[config.mk]
export PLATFORM = sky130hd
export DESIGN_NAME = cv32e40p_lce_controller_flat
export DESIGN_NICKNAME = d
export VERILOG_FILES = /design/src/rtl/cv32e40p_lce_controller_if.sv /design/src/rtl/cv32e40p_lce_controller.sv /design/src/flat_wrapper.sv
export SDC_FILE = /design/constraint.sdc
export NUM_CORES = 1
export LEC_CHECK = 0
export ABC_AREA = 1
export BUFFER_PORTS_ARGS = -buffer_cell sky130_fd_sc_hd__buf_2
export CORE_UTILIZATION = 45
export CTS_BUF_LIST = sky130_fd_sc_hd__clkbuf_8
export DETAILED_ROUTE_END_ITERATION = 8
export PLACE_DENSITY = 0.76
export SYNTH_ARGS = -nofsm -noshare
export SYNTH_HDL_FRONTEND = slang
export SYNTH_SLANG_ARGS = --single-unit
[constraint.sdc]
create_clock -name clk -period 2.3 [get_ports clk]
set_clock_uncertainty 0.2 [all_clocks]
set_input_delay 0.115 -clock clk [delete_from_list [all_inputs] [get_ports clk]]
set_output_delay 0.115 -clock clk [all_outputs]
set_load 0.01 [all_outputs]
[src/rtl/cv32e40p_lce_controller_if.sv]
// Bus bundle between the LCE controller and its environment (core event
// logic, software kick path, detector bank and interrupt sink).
interface cv32e40p_lce_controller_if #(
  parameter int unsigned NUM_CH = 4,
  parameter int unsigned CHW    = (NUM_CH > 1) ? $clog2(NUM_CH) : 1
);
  logic [NUM_CH-1:0] arm_i;
  logic [NUM_CH-1:0] disarm_i;
  logic              event_valid_i;
  logic [CHW-1:0]    event_ch_i;
  logic              kick_valid_i;
  logic [CHW-1:0]    kick_ch_i;
  logic [NUM_CH-1:0] det_alarm_i;
  logic [NUM_CH-1:0] det_init_o;
  logic [NUM_CH-1:0] det_decrement_o;
  logic [NUM_CH-1:0] armed_o;
  logic [NUM_CH-1:0] pending_o;
  logic              irq_o;
  logic [CHW-1:0]    irq_ch_o;
  logic              irq_ack_i;
  logic              fatal_o;

  // Controller side
  modport slave (
    input  arm_i, disarm_i, event_valid_i, event_ch_i, kick_valid_i, kick_ch_i,
    input  det_alarm_i, irq_ack_i,
    output det_init_o, det_decrement_o, armed_o, pending_o, irq_o, irq_ch_o, fatal_o
  );

  // Environment side
  modport master (
    output arm_i, disarm_i, event_valid_i, event_ch_i, kick_valid_i, kick_ch_i,
    output det_alarm_i, irq_ack_i,
    input  det_init_o, det_decrement_o, armed_o, pending_o, irq_o, irq_ch_o, fatal_o
  );
endinterface

[src/rtl/cv32e40p_lce_controller.sv]
// Sequencing/escalation controller for a bank of LCE countdown detectors.
// Per-channel DISARMED/ARMED/FIRED FSMs route events and kicks into registered
// decrement/init pulses; FIRED channels are served round-robin on one irq line
// with ack handshake and post-ack holdoff.
// Optional: define LCE_CTRL_ACK_TIMEOUT_EN for a sticky fatal_o on ack timeout.
module cv32e40p_lce_controller #(
  parameter int unsigned NUM_CH         = 4,
  parameter int unsigned HOLDOFF_CYCLES = 8,
  parameter int unsigned ACK_TIMEOUT    = 256
) (
  input  logic                       clk,
  input  logic                       rst_n,
  cv32e40p_lce_controller_if.slave   bus
);
  localparam int unsigned CHW = (NUM_CH > 1) ? $clog2(NUM_CH) : 1;
  localparam int unsigned HW  = $clog2(HOLDOFF_CYCLES + 1);

  typedef enum logic [1:0] {CH_DISARMED = 2'd0, CH_ARMED = 2'd1, CH_FIRED = 2'd2} ch_state_e;
  typedef enum logic [1:0] {ESC_IDLE = 2'd0, ESC_IRQ = 2'd1, ESC_HOLDOFF = 2'd2} esc_state_e;

  // Elaboration-time parameter sanity
  if (NUM_CH < 1 || NUM_CH > 16 || HOLDOFF_CYCLES < 1 || ACK_TIMEOUT < 1) begin : g_bad_cfg
    $error("cv32e40p_lce_controller: illegal parameter combination");
  end

  ch_state_e         ch_q [NUM_CH];
  ch_state_e         ch_d [NUM_CH];
  esc_state_e        esc_q, esc_d;
  logic [NUM_CH-1:0] init_q, init_d;
  logic [NUM_CH-1:0] dec_q, dec_d;
  logic [CHW-1:0]    ptr_q, ptr_d;
  logic [CHW-1:0]    sel_q, sel_d;
  logic              irq_q, irq_d;
  logic [HW-1:0]     hold_q, hold_d;

  logic [NUM_CH-1:0] fired_c, armed_c, pend_c;
  logic              found_c;
  logic [CHW-1:0]    found_ch_c, rr_idx_c, sel_next_c;
  logic              release_c;

  // Per-channel status decode; a channel being disarmed is not eligible for selection
  always_comb begin
    fired_c = '0;
    armed_c = '0;
    pend_c  = '0;
    for (int unsigned c = 0; c < NUM_CH; c++) begin
      pend_c[c]  = (ch_q[c] == CH_FIRED);
      armed_c[c] = (ch_q[c] != CH_DISARMED);
      fired_c[c] = (ch_q[c] == CH_FIRED) && !bus.disarm_i[c];
    end
  end

  // Round-robin pick: first eligible FIRED channel at or after the pointer
  always_comb begin
    found_c    = 1'b0;
    found_ch_c = '0;
    rr_idx_c   = '0;
    for (int unsigned i = 0; i < NUM_CH; i++) begin
      rr_idx_c = CHW'((32'(ptr_q) + i) % NUM_CH);
      if (!found_c && fired_c[rr_idx_c]) begin
        found_c    = 1'b1;
        found_ch_c = rr_idx_c;
      end
    end
  end

  assign sel_next_c = (32'(sel_q) == NUM_CH - 1) ? '0 : sel_q + CHW'(1);

  // Escalation and channel next-state; disarm beats every other request
  always_comb begin
    ch_d      = ch_q;
    init_d    = '0;
    dec_d     = '0;
    esc_d     = esc_q;
    ptr_d     = ptr_q;
    sel_d     = sel_q;
    irq_d     = irq_q;
    hold_d    = hold_q;
    release_c = 1'b0;

    case (esc_q)
      ESC_IDLE: begin
        if (found_c) begin
          sel_d = found_ch_c;
          irq_d = 1'b1;
          esc_d = ESC_IRQ;
        end
      end
      ESC_IRQ: begin
        if (bus.disarm_i[sel_q]) begin
          irq_d  = 1'b0;
          ptr_d  = sel_next_c;
          hold_d = HW'(HOLDOFF_CYCLES);
          esc_d  = ESC_HOLDOFF;
        end else if (bus.irq_ack_i) begin
          irq_d     = 1'b0;
          release_c = 1'b1;
          ptr_d     = sel_next_c;
          hold_d    = HW'(HOLDOFF_CYCLES);
          esc_d     = ESC_HOLDOFF;
        end
      end
      ESC_HOLDOFF: begin
        hold_d = hold_q - HW'(1);
        if (hold_q <= HW'(1)) begin
          hold_d = '0;
          esc_d  = ESC_IDLE;
        end
      end
      default: esc_d = ESC_IDLE;
    endcase

    for (int unsigned c = 0; c < NUM_CH; c++) begin
      if (bus.disarm_i[c]) begin
        ch_d[c] = CH_DISARMED;
      end else begin
        case (ch_q[c])
          CH_DISARMED: begin
            if (bus.arm_i[c]) begin
              ch_d[c]   = CH_ARMED;
              init_d[c] = 1'b1;
            end
          end
          CH_ARMED: begin
            if (bus.kick_valid_i && bus.kick_ch_i == CHW'(c)) begin
              init_d[c] = 1'b1;
            end else if (bus.event_valid_i && bus.event_ch_i == CHW'(c)) begin
              dec_d[c] = 1'b1;
            end
            if (bus.det_alarm_i[c]) begin
              ch_d[c] = CH_FIRED;
            end
          end
          CH_FIRED: begin
            if (release_c && sel_q == CHW'(c)) begin
              ch_d[c]   = CH_ARMED;
              init_d[c] = 1'b1;
            end
          end
          default: ch_d[c] = CH_DISARMED;
        endcase
      end
    end
  end

  // State and output registers
  always_ff @(posedge clk) begin
    if (!rst_n) begin
      for (int unsigned c = 0; c < NUM_CH; c++) begin
        ch_q[c] <= CH_DISARMED;
      end
      esc_q  <= ESC_IDLE;
      init_q <= '0;
      dec_q  <= '0;
      ptr_q  <= '0;
      sel_q  <= '0;
      irq_q  <= 1'b0;
      hold_q <= '0;
    end else begin
      ch_q   <= ch_d;
      esc_q  <= esc_d;
      init_q <= init_d;
      dec_q  <= dec_d;
      ptr_q  <= ptr_d;
      sel_q  <= sel_d;
      irq_q  <= irq_d;
      hold_q <= hold_d;
    end
  end

  assign bus.det_init_o      = init_q;
  assign bus.det_decrement_o = dec_q;
  assign bus.armed_o         = armed_c;
  assign bus.pending_o       = pend_c;
  assign bus.irq_o           = irq_q;
  assign bus.irq_ch_o        = sel_q;

`ifdef LCE_CTRL_ACK_TIMEOUT_EN
  localparam int unsigned TW = $clog2(ACK_TIMEOUT + 1);

  logic [TW-1:0] to_q, to_d;
  logic          fatal_q, fatal_d;

  // Count unacked IRQ cycles; saturate and latch fatal at the limit
  always_comb begin
    to_d    = to_q;
    fatal_d = fatal_q;
    if (esc_q != ESC_IRQ) begin
      to_d = '0;
    end else if (!bus.irq_ack_i && to_q != TW'(ACK_TIMEOUT)) begin
      to_d = to_q + TW'(1);
    end
    if (to_d == TW'(ACK_TIMEOUT)) begin
      fatal_d = 1'b1;
    end
  end

  // Timeout counter and sticky fatal flag
  always_ff @(posedge clk) begin
    if (!rst_n) begin
      to_q    <= '0;
      fatal_q <= 1'b0;
    end else begin
      to_q    <= to_d;
      fatal_q <= fatal_d;
    end
  end

  assign bus.fatal_o = fatal_q;
`else
  assign bus.fatal_o = 1'b0;
`endif

endmodule

[src/flat_wrapper.sv]
// flat-port wrapper written by rule: the top's interface ports become plain ports
module cv32e40p_lce_controller_flat 
#(
  parameter int unsigned NUM_CH         = 4,
  parameter int unsigned HOLDOFF_CYCLES = 8,
  parameter int unsigned ACK_TIMEOUT    = 256
)
  (clk, rst_n, bus_arm_i, bus_disarm_i, bus_event_valid_i, bus_event_ch_i, bus_kick_valid_i, bus_kick_ch_i, bus_det_alarm_i, bus_irq_ack_i, bus_det_init_o, bus_det_decrement_o, bus_armed_o, bus_pending_o, bus_irq_o, bus_irq_ch_o, bus_fatal_o);
  cv32e40p_lce_controller_if #(.NUM_CH(NUM_CH)) bus_i ();
  input  logic clk;
  input  logic rst_n;
  input wire logic [$bits(bus_i.arm_i)-1:0] bus_arm_i;
  input wire logic [$bits(bus_i.disarm_i)-1:0] bus_disarm_i;
  input wire logic [$bits(bus_i.event_valid_i)-1:0] bus_event_valid_i;
  input wire logic [$bits(bus_i.event_ch_i)-1:0] bus_event_ch_i;
  input wire logic [$bits(bus_i.kick_valid_i)-1:0] bus_kick_valid_i;
  input wire logic [$bits(bus_i.kick_ch_i)-1:0] bus_kick_ch_i;
  input wire logic [$bits(bus_i.det_alarm_i)-1:0] bus_det_alarm_i;
  input wire logic [$bits(bus_i.irq_ack_i)-1:0] bus_irq_ack_i;
  output wire logic [$bits(bus_i.det_init_o)-1:0] bus_det_init_o;
  output wire logic [$bits(bus_i.det_decrement_o)-1:0] bus_det_decrement_o;
  output wire logic [$bits(bus_i.armed_o)-1:0] bus_armed_o;
  output wire logic [$bits(bus_i.pending_o)-1:0] bus_pending_o;
  output wire logic [$bits(bus_i.irq_o)-1:0] bus_irq_o;
  output wire logic [$bits(bus_i.irq_ch_o)-1:0] bus_irq_ch_o;
  output wire logic [$bits(bus_i.fatal_o)-1:0] bus_fatal_o;
  assign bus_i.arm_i = bus_arm_i;
  assign bus_i.disarm_i = bus_disarm_i;
  assign bus_i.event_valid_i = bus_event_valid_i;
  assign bus_i.event_ch_i = bus_event_ch_i;
  assign bus_i.kick_valid_i = bus_kick_valid_i;
  assign bus_i.kick_ch_i = bus_kick_ch_i;
  assign bus_i.det_alarm_i = bus_det_alarm_i;
  assign bus_i.irq_ack_i = bus_irq_ack_i;
  assign bus_det_init_o = bus_i.det_init_o;
  assign bus_det_decrement_o = bus_i.det_decrement_o;
  assign bus_armed_o = bus_i.armed_o;
  assign bus_pending_o = bus_i.pending_o;
  assign bus_irq_o = bus_i.irq_o;
  assign bus_irq_ch_o = bus_i.irq_ch_o;
  assign bus_fatal_o = bus_i.fatal_o;
  cv32e40p_lce_controller #(.NUM_CH(NUM_CH), .HOLDOFF_CYCLES(HOLDOFF_CYCLES), .ACK_TIMEOUT(ACK_TIMEOUT)) u_core (.clk(clk), .rst_n(rst_n), .bus(bus_i));
endmodule
==> impl_metrics.toml <==
[critical_path]
start_kind = "input pin"
max_stage_delay_ps = 560
crit_slowest_cell = "dlygate4sd3_1"
cp_common_cell = "dlygate4sd3_1"
crit_chain = "dlygate4sd3_1, buf_2, o21ai_1, a21oi_1, a21oi_2, nand2_2, nor2_4, nand3_1, a31oi_1, dlygate4sd3_1"
rrSetupSlack_ps = 160
r2r_cells = 7
timing.critical_path.from = "bus_disarm_i[2]"
required_ps = 2330
arrival_ps = 2240
endpoint_kind = "flip-flop"
timing.rr.start = "u_core.bus.irq_ch_o[1]"
worst_r2r_endpoint = "u_core.bus.det_init_o[0]"
path_max_fanout = 6
endpoint = "u_core.bus.det_init_o[0]"
path_class = "input pin to flip-flop"

[cts]
clock_sinks = 27
htreeDepth = 1
cts_tree = "yes"
root_buffer = "clkbuf_8"
clk_latency_ps = 280
clkTransAtPathRegs_ps = 100
numCtsBuffers = 3
clockBufferDepth = 2

[min_path]
hp-class = "input pin to flip-flop"

[pwr]
power_mw = 1.97
p_leak_nw = 1.20
power-per-cell-area_nw_per_um2 = 864
worst_ir_drop_vdd_uv = 744

[cells_and_area]
fillCellCount = 343
drive_gt1_share_pct = 20.0
register_area_sq_um = 542
area_growth_pct = 30.8
multi_input_area_sq_um = 990
finalNetCount = 363
insertedDiodeCount = 0

[global_route]
grt_pass1_wl_mm = 6.71
grt_antenna_before_repair = 0
grt_pass1_vias = 1675
grt_max_degree = 17
grt_usage_pct = 20.2
grt.overflow.total = 0

[floorplan]
die_w_um = 64.3
die_h_um = 64.3
ios = 41
fp-row-count = 22
fp.dieArea_sq_um = 4140
core_region_area_sq_um = 3690
start_util_pct = 47.4

[routing]
drt_iter0_drc = 111
vias = 1802
wirelength_mm = 3.98
firstDrtPassIters = 4
viasPerCell = 4.77
ant_nets = 0
wl_per_cell_um = 10.5
drcViolationCount = 0

[yosys]
yosysSeqAreaShare_pct = 30.9
syn_area_sq_um = 1750
synth_warnings = 0
synth_area_per_cell_sq_um = 6.60
synth_top_family_by_area = "simple AND/OR/NAND/NOR gates"
ys_types = 28
synth_cells = 265
syn_nets = 297
synth-compound-area-share_pct = 11.2
synth_edf_count = 0
synthMuxAreaShare_pct = 0
synth-adder-area-share_pct = 7.87
synthFlopType = "dfxtp_1"
async_flop_share_pct = 0
synth-simple-area-share_pct = 34.9
synthXorXnorAreaFrac_pct = 2.08
ys_ff_latch = 27

[sta]
hold_viol = 0
tns_ps = 0
clock.fmax_mhz = 452
post-route-min-period_ps = 2210
drv_slew = 0
rsz0062_at_grt = "no"
layout_worst_path_cycle_share_pct = 96.3
setup_viol = 0
hold_ws_ps = 2.95

[placement]
dpl.hpwl_mm = 2.98
portBuffers = 39
place_congestion = 0.874

[run]
maxCapViolCount = 0

[status]
status = "finished clean"
registers in the layout, indices dropped and copies added, names as in the netlist:
| register | cells |
|---|---|
| u_core.bus.irq_o | 1 |
| u_core.esc_q | 2 |
| u_core.hold_q | 4 |
| u_core.bus.det_init_o | 4 |
| u_core.ptr_q | 2 |
| u_core.ch_q | 8 |
| u_core.bus.irq_ch_o | 2 |
| u_core.bus.det_decrement_o | 4 |
area by class of cell:
| type | instances | area share (%) |
|---|---|---|
| Clock buffer | 3 | 1.81 |
| Clock inverter | 1 | 0.328 |
| Inverter | 51 | 8.37 |
| Multi-Input combinational cell | 183 | 43.3 |
| Sequential cell | 27 | 23.7 |
| Tap cell | 48 | 2.63 |
| Timing Repair Buffer | 65 | 19.9 |
worst min-delay path by stage:
stage,from,to,slack (ps),cells after the start
after floorplan,bus_event_ch_i[1],u_core.bus.det_decrement_o[3],40,2
after global placement,bus_event_ch_i[1],u_core.bus.det_decrement_o[3],170,3
after detailed placement,bus_event_ch_i[1],u_core.bus.det_decrement_o[3],170,3
after CTS,bus_kick_ch_i[1],u_core.bus.det_init_o[1],0.03,4
after global routing,bus_disarm_i[1],u_core.ch_q[5],4,4
final,bus_disarm_i[1],u_core.ch_q[5],3,4
stage by stage:
stage	util [%]	area (sq um)	std cells	setup slack [ps]
after detailed placement	53.4	1970	348	403
after global placement	53.4	1970	348	468
after CTS	61.2	2260	376	57.1
after global routing	62.0	2290	378	9.68
after floorplan	-	1750	265	623
final	62.0	2290	378	86.1
synthesized netlist by cell type, types with 2 or more instances:
master   count  share of area, %
inv_1       49                11
nand3_2      2               1.1
nand3_1     24               6.9
or2_2        2              0.72
nor2_4       2               1.3
buf_6        2               1.3
dfxtp_1     27                31
nand2_1     72                15
nand4_1      3               1.1
a21oi_1     11               3.1
nand2_2      4               1.4
o21ai_1      3              0.86
o21ai_0     11               3.1
inv_2        2              0.43
a21oi_2      2               1.0
ha_1        11               7.9
nor2_1      14               3.0
nor4_1       4               1.4
nor3_1       6               1.7
a31oi_1      6               2.1
repair_timing:
| action | in CTS | in global routing |
|---|---|---|
| endpoints found under the setup margin | 0 | 6 |
| endpoints found under the hold margin | 23 | 0 |
| hold buffers | 24 | 0 |
| buffers inserted | 0 | 3 |
| resized for setup | 0 | 7 |
where the power goes:
group          switching (mW)  total, mW  internal, mW
registers              0.0923      0.639         0.547
clock network           0.154      0.277         0.123
logic                   0.633       1.06         0.425
total                   0.880       1.97          1.09
per-layer routing:
layer | track usage (%) | vias up | wire (um)
li1 | - | 969 | -
met2 | 37.9 | 44 | 1930
met3 | 3.75 | 2 | 175
met5 | 0 | - | 0
met4 | 2.50 | 0 | 16
met1 | 24.1 | 787 | 1850
layout by cell type (no fill, tap or decap), types with 2 or more instances in the layout:
cell type      instances
dfxtp_1               26
nor2_1                14
clkbuf_8               3
a21oi_1               11
or2_2                  2
nand4_1                3
nor2_4                 2
a31oi_1                6
buf_4                  2
a21oi_2                2
dlygate4sd3_1         22
nand3_2                3
inv_1                 48
o21ai_1                4
nand2_1               71
nor3_1                 6
nor4_1                 4
nand3_1               23
buf_2                 39
nand2_2                5
o21ai_0               10
inv_2                  3
ha_1                  11
critical path, delay by kind of cell:
family	cells	cell delay [ps]
buffers and inverters	3	1230
AND/OR/NAND/NOR	3	410
AO/OA/AOI/OAI	4	480
cell families (layout without fill, tap and decap cells):
kind of cell | Yosys count | in the layout
and+or+nand+nor | 134 | 134
buffers and inverters | 55 | 120
AOI/OAI and AO/OA | 35 | 35
DFF | 27 | 27
adders and majority gates | 11 | 11
xor gates and xnor gates | 2 | 2
other | 1 | 1
Power figures use the tool's default switching activity.
